--- src/rtl/relay_hold_ctrl.sv ---
// Relay sequencer: merges a debounced toggle switch and host on/off pulses,
// enforcing minimum energised/de-energised dwell times and an optional auto-off.
module relay_hold_ctrl #(
  parameter int unsigned DEBOUNCE_CYC = 32'd500000,
  parameter int unsigned MIN_ON_CYC   = 32'd5000000,
  parameter int unsigned MIN_OFF_CYC  = 32'd5000000,
  parameter int unsigned AUTO_OFF_CYC = 32'd0,
  parameter int unsigned CNT_W        = 32'd32
) (
  input  logic       Clk_i,
  input  logic       Reset_i,
  input  logic       Switch_i,
  input  logic       Cmd_on_i,
  input  logic       Cmd_off_i,
  output logic       Relay_o,
  output logic       Busy_o,
  output logic [1:0] State_o,
  output logic       Timeout_o
);

  typedef enum logic [1:0] {
    ST_OFF      = 2'b00,
    ST_ON_HOLD  = 2'b01,
    ST_ON       = 2'b10,
    ST_OFF_HOLD = 2'b11
  } state_t;

  localparam logic [CNT_W-1:0] CNT_ZERO  = '0;
  localparam logic [CNT_W-1:0] CNT_ONE   = CNT_W'(32'd1);
  localparam logic [CNT_W-1:0] CNT_MAX   = '1;
  localparam logic [CNT_W-1:0] DEB_LAST  = CNT_W'(DEBOUNCE_CYC - 32'd1);
  localparam logic [CNT_W-1:0] ON_LAST   = CNT_W'(MIN_ON_CYC - 32'd1);
  localparam logic [CNT_W-1:0] OFF_LAST  = CNT_W'(MIN_OFF_CYC - 32'd1);
  localparam logic [CNT_W-1:0] AUTO_LAST = CNT_W'(AUTO_OFF_CYC - 32'd1);
  localparam logic             AUTO_EN   = (AUTO_OFF_CYC != 32'd0);

  function automatic logic [CNT_W-1:0] sat_inc(input logic [CNT_W-1:0] v);
    if (v == CNT_MAX) begin
      return v;
    end else begin
      return v + CNT_ONE;
    end
  endfunction

  logic             sync1_q, sync2_q;
  logic             deb_q, deb_d;
  logic [CNT_W-1:0] deb_cnt_q, deb_cnt_d;
  logic             sw_press_q, sw_press_d;
  logic             desired_q, desired_d;
  state_t           state_q, state_d;
  logic [CNT_W-1:0] hold_cnt_q, hold_cnt_d;
  logic [CNT_W-1:0] auto_cnt_q, auto_cnt_d;
  logic             relay_q, relay_d;
  logic             busy_q, busy_d;
  logic             timeout_q, timeout_d;
  logic             timeout_fire_s;

  // Next-state logic for debounce, request latch and relay FSM
  always_comb begin
    deb_d      = deb_q;
    deb_cnt_d  = CNT_ZERO;
    if (sync2_q != deb_q) begin
      if (deb_cnt_q == DEB_LAST) begin
        deb_d = sync2_q;
      end else begin
        deb_cnt_d = sat_inc(deb_cnt_q);
      end
    end else begin
      deb_cnt_d = CNT_ZERO;
    end
    sw_press_d = deb_d & ~deb_q;

    timeout_fire_s = AUTO_EN && (state_q == ST_ON) && desired_q && (auto_cnt_q == AUTO_LAST);

    // Auto-off beats every request; host commands beat the switch.
    if (timeout_fire_s) begin
      desired_d = 1'b0;
    end else if (Cmd_off_i) begin
      desired_d = 1'b0;
    end else if (Cmd_on_i) begin
      desired_d = 1'b1;
    end else if (sw_press_q) begin
      desired_d = ~desired_q;
    end else begin
      desired_d = desired_q;
    end

    state_d    = state_q;
    hold_cnt_d = CNT_ZERO;
    auto_cnt_d = CNT_ZERO;
    case (state_q)
      ST_OFF: begin
        if (desired_q) begin
          state_d = ST_ON_HOLD;
        end else begin
          state_d = ST_OFF;
        end
      end
      ST_ON_HOLD: begin
        if (hold_cnt_q == ON_LAST) begin
          state_d = desired_q ? ST_ON : ST_OFF_HOLD;
        end else begin
          hold_cnt_d = sat_inc(hold_cnt_q);
        end
      end
      ST_ON: begin
        if (!desired_q || timeout_fire_s) begin
          state_d = ST_OFF_HOLD;
        end else begin
          auto_cnt_d = sat_inc(auto_cnt_q);
        end
      end
      ST_OFF_HOLD: begin
        if (hold_cnt_q == OFF_LAST) begin
          state_d = desired_q ? ST_ON_HOLD : ST_OFF;
        end else begin
          hold_cnt_d = sat_inc(hold_cnt_q);
        end
      end
      default: begin
        state_d = ST_OFF_HOLD;
      end
    endcase

    relay_d   = (state_d == ST_ON_HOLD) || (state_d == ST_ON);
    busy_d    = (state_d == ST_ON_HOLD) || (state_d == ST_OFF_HOLD);
    timeout_d = timeout_fire_s;
  end

  // State and output registers; reset lands in OFF_HOLD so the relay rests first
  always_ff @(posedge Clk_i) begin
    if (Reset_i) begin
      sync1_q    <= 1'b0;
      sync2_q    <= 1'b0;
      deb_q      <= 1'b0;
      deb_cnt_q  <= CNT_ZERO;
      sw_press_q <= 1'b0;
      desired_q  <= 1'b0;
      state_q    <= ST_OFF_HOLD;
      hold_cnt_q <= CNT_ZERO;
      auto_cnt_q <= CNT_ZERO;
      relay_q    <= 1'b0;
      busy_q     <= 1'b1;
      timeout_q  <= 1'b0;
    end else begin
      sync1_q    <= Switch_i;
      sync2_q    <= sync1_q;
      deb_q      <= deb_d;
      deb_cnt_q  <= deb_cnt_d;
      sw_press_q <= sw_press_d;
      desired_q  <= desired_d;
      state_q    <= state_d;
      hold_cnt_q <= hold_cnt_d;
      auto_cnt_q <= auto_cnt_d;
      relay_q    <= relay_d;
      busy_q     <= busy_d;
      timeout_q  <= timeout_d;
    end
  end

  assign Relay_o   = relay_q;
  assign Busy_o    = busy_q;
  assign State_o   = state_q;
  assign Timeout_o = timeout_q;

endmodule

--- config.mk ---
export PLATFORM = sky130hd
export DESIGN_NAME = relay_hold_ctrl
export DESIGN_NICKNAME = d
export VERILOG_FILES = /design/src/rtl/relay_hold_ctrl.sv
export SDC_FILE = /design/constraint.sdc
export NUM_CORES = 1
export LEC_CHECK = 0
export ABC_AREA = 1
export CELL_PAD_IN_SITES_DETAIL_PLACEMENT = 1
export CELL_PAD_IN_SITES_GLOBAL_PLACEMENT = 1
export CORE_ASPECT_RATIO = 0.9
export CORE_UTILIZATION = 45
export DETAILED_ROUTE_END_ITERATION = 16
export DONT_BUFFER_PORTS = 1
export PLACE_DENSITY_LB_ADDON = 0.1
export SLEW_MARGIN = 15
export SYNTH_ARGS = -nofsm -noshare
export SYNTH_HDL_FRONTEND = slang
export SYNTH_SLANG_ARGS = --single-unit
--- constraint.sdc ---
create_clock -name Clk_i -period 2.2 [get_ports Clk_i]
set_clock_uncertainty 0.15 [all_clocks]
set_input_delay 0.33 -clock Clk_i [delete_from_list [all_inputs] [get_ports Clk_i]]
set_output_delay 0.33 -clock Clk_i [all_outputs]
set_load 0.01 [all_outputs]
# Word level (Yosys, flattened, before mapping)
# Index checks and enable logic that the tools add are counted.
# Widths: inputs -> output; s select.
[classes] add_sub_neg=2 eq_ne=11 n_mux=10 n_bitwise=5 reduce_logical=8
[op_table] operator="$add 32x1->32 const B" n=2
[op_table] operator="$eq 32x32->1 const B" n=2
[op_table] operator="$eq 32x19->1 const B" n=1
[op_table] operator="$eq 32x23->1 const B" n=1
[op_table] operator="$eq 2x2->1 const B" n=4
[op_table] operator="$pmux 2 s4" n=1
[op_table] operator="$mux 1" n=6
[op_table] operator="$mux 2" n=3
[op_table] operator="$reduce_or 3->1" n=2
[op_table] operator="$eq 2x1->1 const B" n=2
[op_table] operator="$not 1->1" n=4
[op_table] operator="$reduce_or 2->1" n=2
[op_table] operator="$logic_not 2->1" n=1
[op_table] operator="$logic_or 1x1->1" n=2
[op_table] operator="$reduce_bool 2->1" n=1
[op_table] operator="$and 1x1->1" n=1
[op_table] operator="$ne 1x1->1" n=1
[word_totals] register_bits=73 inputBits=5 out_inout_bits=5 wordCells=46

# Logic depth before layout (Yosys ltp)
[depth] word_depth=5 ltp_mapped=11

# Worst setup path before layout
# OpenSTA, ideal clock, no wires.
[synth_timing] kind="register -> register" start="register deb_cnt_q[0]" end="register deb_cnt_q[19]" setup_ps=109 t_arrival_ps=1484 slack_ps=458 path_stages_with_launch=11 path_cell_list="dfxtp_1 > ha_1 > buf_4 > nand3_2 > nor2_1 > nand2_1 > nor2_2 > nor2_2 > buf_4 > nand2_1 > inv_1"
[synth_via] elab_chain_len=2 elab_cells_between_ends=4 classes_between="add/sub (1); eq/ne (2); reduce/logical (1)"
[synth_lines] element="start, declared" line="47" text="logic [CNT_W-1:0] deb_cnt_q, deb_cnt_d;"
[synth_lines] element="start signal, assigned" line="149" text="deb_cnt_q <= deb_cnt_d;"
[synth_lines] element="branches (longest 2 deep; another with $add 32x1->32)"
# Several ways; the timed one is not identified.
# A chain may end at the register's enable or synchronous reset.

# Worst setup path after layout
[layout_timing] start="register hold_cnt_q[1]" end="register hold_cnt_q[5]"
[layout_via] elab_chain_len=2 elab_cells_between_ends=4 classes_between="add/sub (1); eq/ne (2); reduce/logical (1)"
[layout_lines] element="start, declared" line="51" text="logic [CNT_W-1:0] hold_cnt_q, hold_cnt_d;"
[layout_lines] element="start signal, assigned" line="153" text="hold_cnt_q <= hold_cnt_d;"
[layout_lines] element="branches (longest 2 deep; another with $add 32x1->32)"
# Several ways; the timed one is not identified.

==> results.py <==
metrics = {
    "global_route": {
        "grt_pass1_vias": 5158,
        "antenna_found_initial": 0,
        "grt_overflow": 0,
        "grt.total_usage_pct": 28.28,
        "grt_first_pass_wirelength_um": 23650,
        "grt_max_degree": 23,
    },
    "detailed_routing": {
        "drtIter0Drc": 159,
        "viasPerCell": 5.089,
        "routedWlPerCell_um": 14.91,
        "drcViolationCount": 0,
        "ant_nets": 0,
        "wl_um": 13870,
        "drt_first_pass_iters": 4,
        "routed-via-count": 4733,
    },
    "final_layout": {
        "syn2layout_area_growth_pct": 10.08,
        "drive_gt1_share_pct": 7.960,
        "diodes": 0,
        "multi_input_area_um2": 2688,
        "n_fill_cell": 1406,
        "seq_area_um2": 1441,
        "num-nets-final": 806,
    },
    "outcome": {
        "failed_checks": "hold timing",
        "status": "finished, violations left",
    },
    "clock_tree": {
        "clockBufferDepth": 2,
        "clock_latency_ps": 340,
        "cts_made_buffers": 9,
        "htreeDepth": 3,
        "postCtsSetupBuffers": 0,
        "clk_pin_slew_worst_paths_ps": 60,
        "cts_tree": "done",
        "cts_root_buf": "clkbuf_16",
        "cts.sinks": 72,
    },
    "synth": {
        "synth_area_per_cell_um2": 5.878,
        "ys_ff_latch": 72,
        "yosysTopAreaCell": "dfxtp_1",
        "syn-instance-count": 788,
        "yosysSeqAreaShare_pct": 31.12,
        "synth_warnings": 0,
        "netlist_top_cells_area": "dfxtp_1 31%, nand2_1 21%, nor2_1 15%",
        "synth_top_cell_area_share_pct": 31.12,
        "synth.cell_area_um2": 4632,
        "synth.net_count": 795,
        "synth_cell_types": 24,
    },
    "critical_path": {
        "worstPathCellList": "ha_1 > inv_2 > nor2_8 > nand3_1 > nor2_1 > nand2_1 > nand2_2 > a21oi_1",
        "path_delay_family": "simple AND/OR/NAND/NOR gates",
        "worst_path_max_delay_cell": "dfxtp_1",
        "path_buf_inv": 1,
        "crit_fanout": 15,
        "critPathKind": "reg -> reg",
        "start_kind": "flip-flop",
        "crit_arrival_ps": 2130,
        "cpPeakStageDelay_ps": 370,
        "r2r_setup_slack_ps": 140,
        "endpoint_kind": "flip-flop",
        "worstPathRequired_ps": 2260,
    },
    "floorplanning": {
        "core_um2": 9827,
        "die_w_um": 108.9,
        "io_pins": 10,
        "die_area_um2": 10700,
        "rows": 34,
        "die_h_um": 98.25,
        "start_util_pct": 47.14,
    },
    "timing": {
        "setup_slack_ps": 135.3,
        "max_clock_freq_ghz": 0.4843,
        "tightest_slew_ps": 813.6,
        "slew_headroom_pct": 45.70,
        "finalSetupViolations": 0,
        "hold_violations": 1,
        "fin_crit_sh_pct": 93.85,
        "drv_slew": 0,
        "finalSetupTns_ps": 0,
        "period_needed_ps": 2065,
        "grt_setup_unrepaired": "no",
        "holdWs_ps": -3.069,
    },
    "place": {
        "place_hpwl_um": 10980,
        "gp_congestion": 0.8745,
        "port_buffers": 0,
        "place_ws_ps": 145.0,
    },
    "job": {
        "cap_violations": 0,
    },
    "pwr": {
        "pwr_density_cell_nw_per_um2": 580.2,
        "cellLeakagePower_nw": 2.180,
        "ir_worst_vdd_uv": 352.3,
    },
    "hold_path": {
        "hold_class": "in -> reg",
    },
}
[layout make-up]
class                      count  share of cell area, %
clock buffer                  14                  5.571
clock inverter                 2                 0.6871
inverter                     106                  7.804
multi-input combinational    598                  52.71
sequential                    72                  28.27
tap                          126                  3.092
timing repair buffer          12                  1.865
[sequential cells by signal, indices dropped and copies added (netlist names)]
register and count:
Busy_o 1, Relay_o 1, State_o 1, deb_cnt_q 32, deb_q 1, desired_q 1, hold_cnt_q 32, sw_press_q 1
sync1_q 1, sync2_q 1
[cells in the mapped netlist]
master / number
nand2_1: 255
nor2_1: 179
inv_1: 102
nand3_1: 79
dfxtp_1: 72
nor2_2: 16
xnor2_1: 16
xor2_1: 10
a21oi_1: 9
o21ai_0: 8
buf_6: 6
buf_4: 5
nand2_2: 5
nor2_4: 5
inv_2: 4
nand2_4: 4
nand3_2: 3
ha_1: 2
nand3b_1: 2
nand4_1: 2
buf_2: 1
conb_1: 1
nor2_8: 1
or2_2: 1
[report_power, final]
part / internal [mW] / leakage (nW) / switching, mW
clock network: 1.00 / 0.159 / 0.573
logic: 0.0201 / 1.44 / 0.0435
registers: 1.31 / 0.581 / 0.00768
[cells by family after synthesis]
kind of cell	synth area share [%]
adder cells (fa/ha/maj)	0.5402
other	0.08096
buffers and inverters	10.97
flip-flops	31.12
AND/OR/NAND/NOR	50.54
AO/OA/AOI/OAI	1.837
XOR/XNOR	4.916
[what timing repair did]
item | CTS | global route
setup endpoints to repair | 0 | 1
endpoints found under the hold margin | 2 | 0
gates resized for setup | 0 | 1
hold buffers | 2 | 0
[through the flow]
step	hold WS, ps	std cells	cell area (µm²)	utilization [%]	power, mW
3_3_place_gp	243.9	912	4755	48.38	1.405
3_5_place_dp	250.5	912	4755	48.38	1.409
5_1_grt	9.993	930	5099	51.88	3.037
4_1_cts	0.5311	930	5094	51.83	2.993
2_1_floorplan	238.3	788	4632	-	1.395
6_report	-3.069	930	5099	51.88	2.958
[worst register-to-register path: stages (launching register included)]
cell	delay (ps)
dfxtp_1	370
ha_1	340
inv_2	130
nor2_8	180
nand3_1	80
nor2_1	130
nand2_1	130
nand2_2	340
a21oi_1	90
[per-layer routing]
layer	GRT usage [%]	routed length, µm
met1	30.25	5825
met4	14.24	521
met2	52.30	7250
met5	0	0
met3	4.873	270
[cell usage in the layout, fill, tap and decap left out, drive strengths merged]
| master | instances |
|---|---|
| dlygate4sd3 | 2 |
| clkbuf | 14 |
| nand3 | 82 |
| nor2 | 201 |
| xnor2 | 16 |
| o21ai | 8 |
| nand2 | 264 |
| nand3b | 2 |
| a21oi | 9 |
| xor2 | 10 |
| dfxtp | 72 |
| clkinv | 1 |
| buf | 10 |
| or2 | 1 |
| bufinv | 1 |
| ha | 2 |
| inv | 106 |
| nand4 | 2 |
| conb | 1 |
[worst paths after layout]
path,startpoint,end,depth (start not counted)
hold reg to reg,sync1_q,sync2_q,2
setup reg to reg,hold_cnt_q[1],hold_cnt_q[5],8
hold / removal,Cmd_on_i,desired_q,2
setup / recovery,hold_cnt_q[1],hold_cnt_q[5],8
Power figures use the tool's default switching activity.
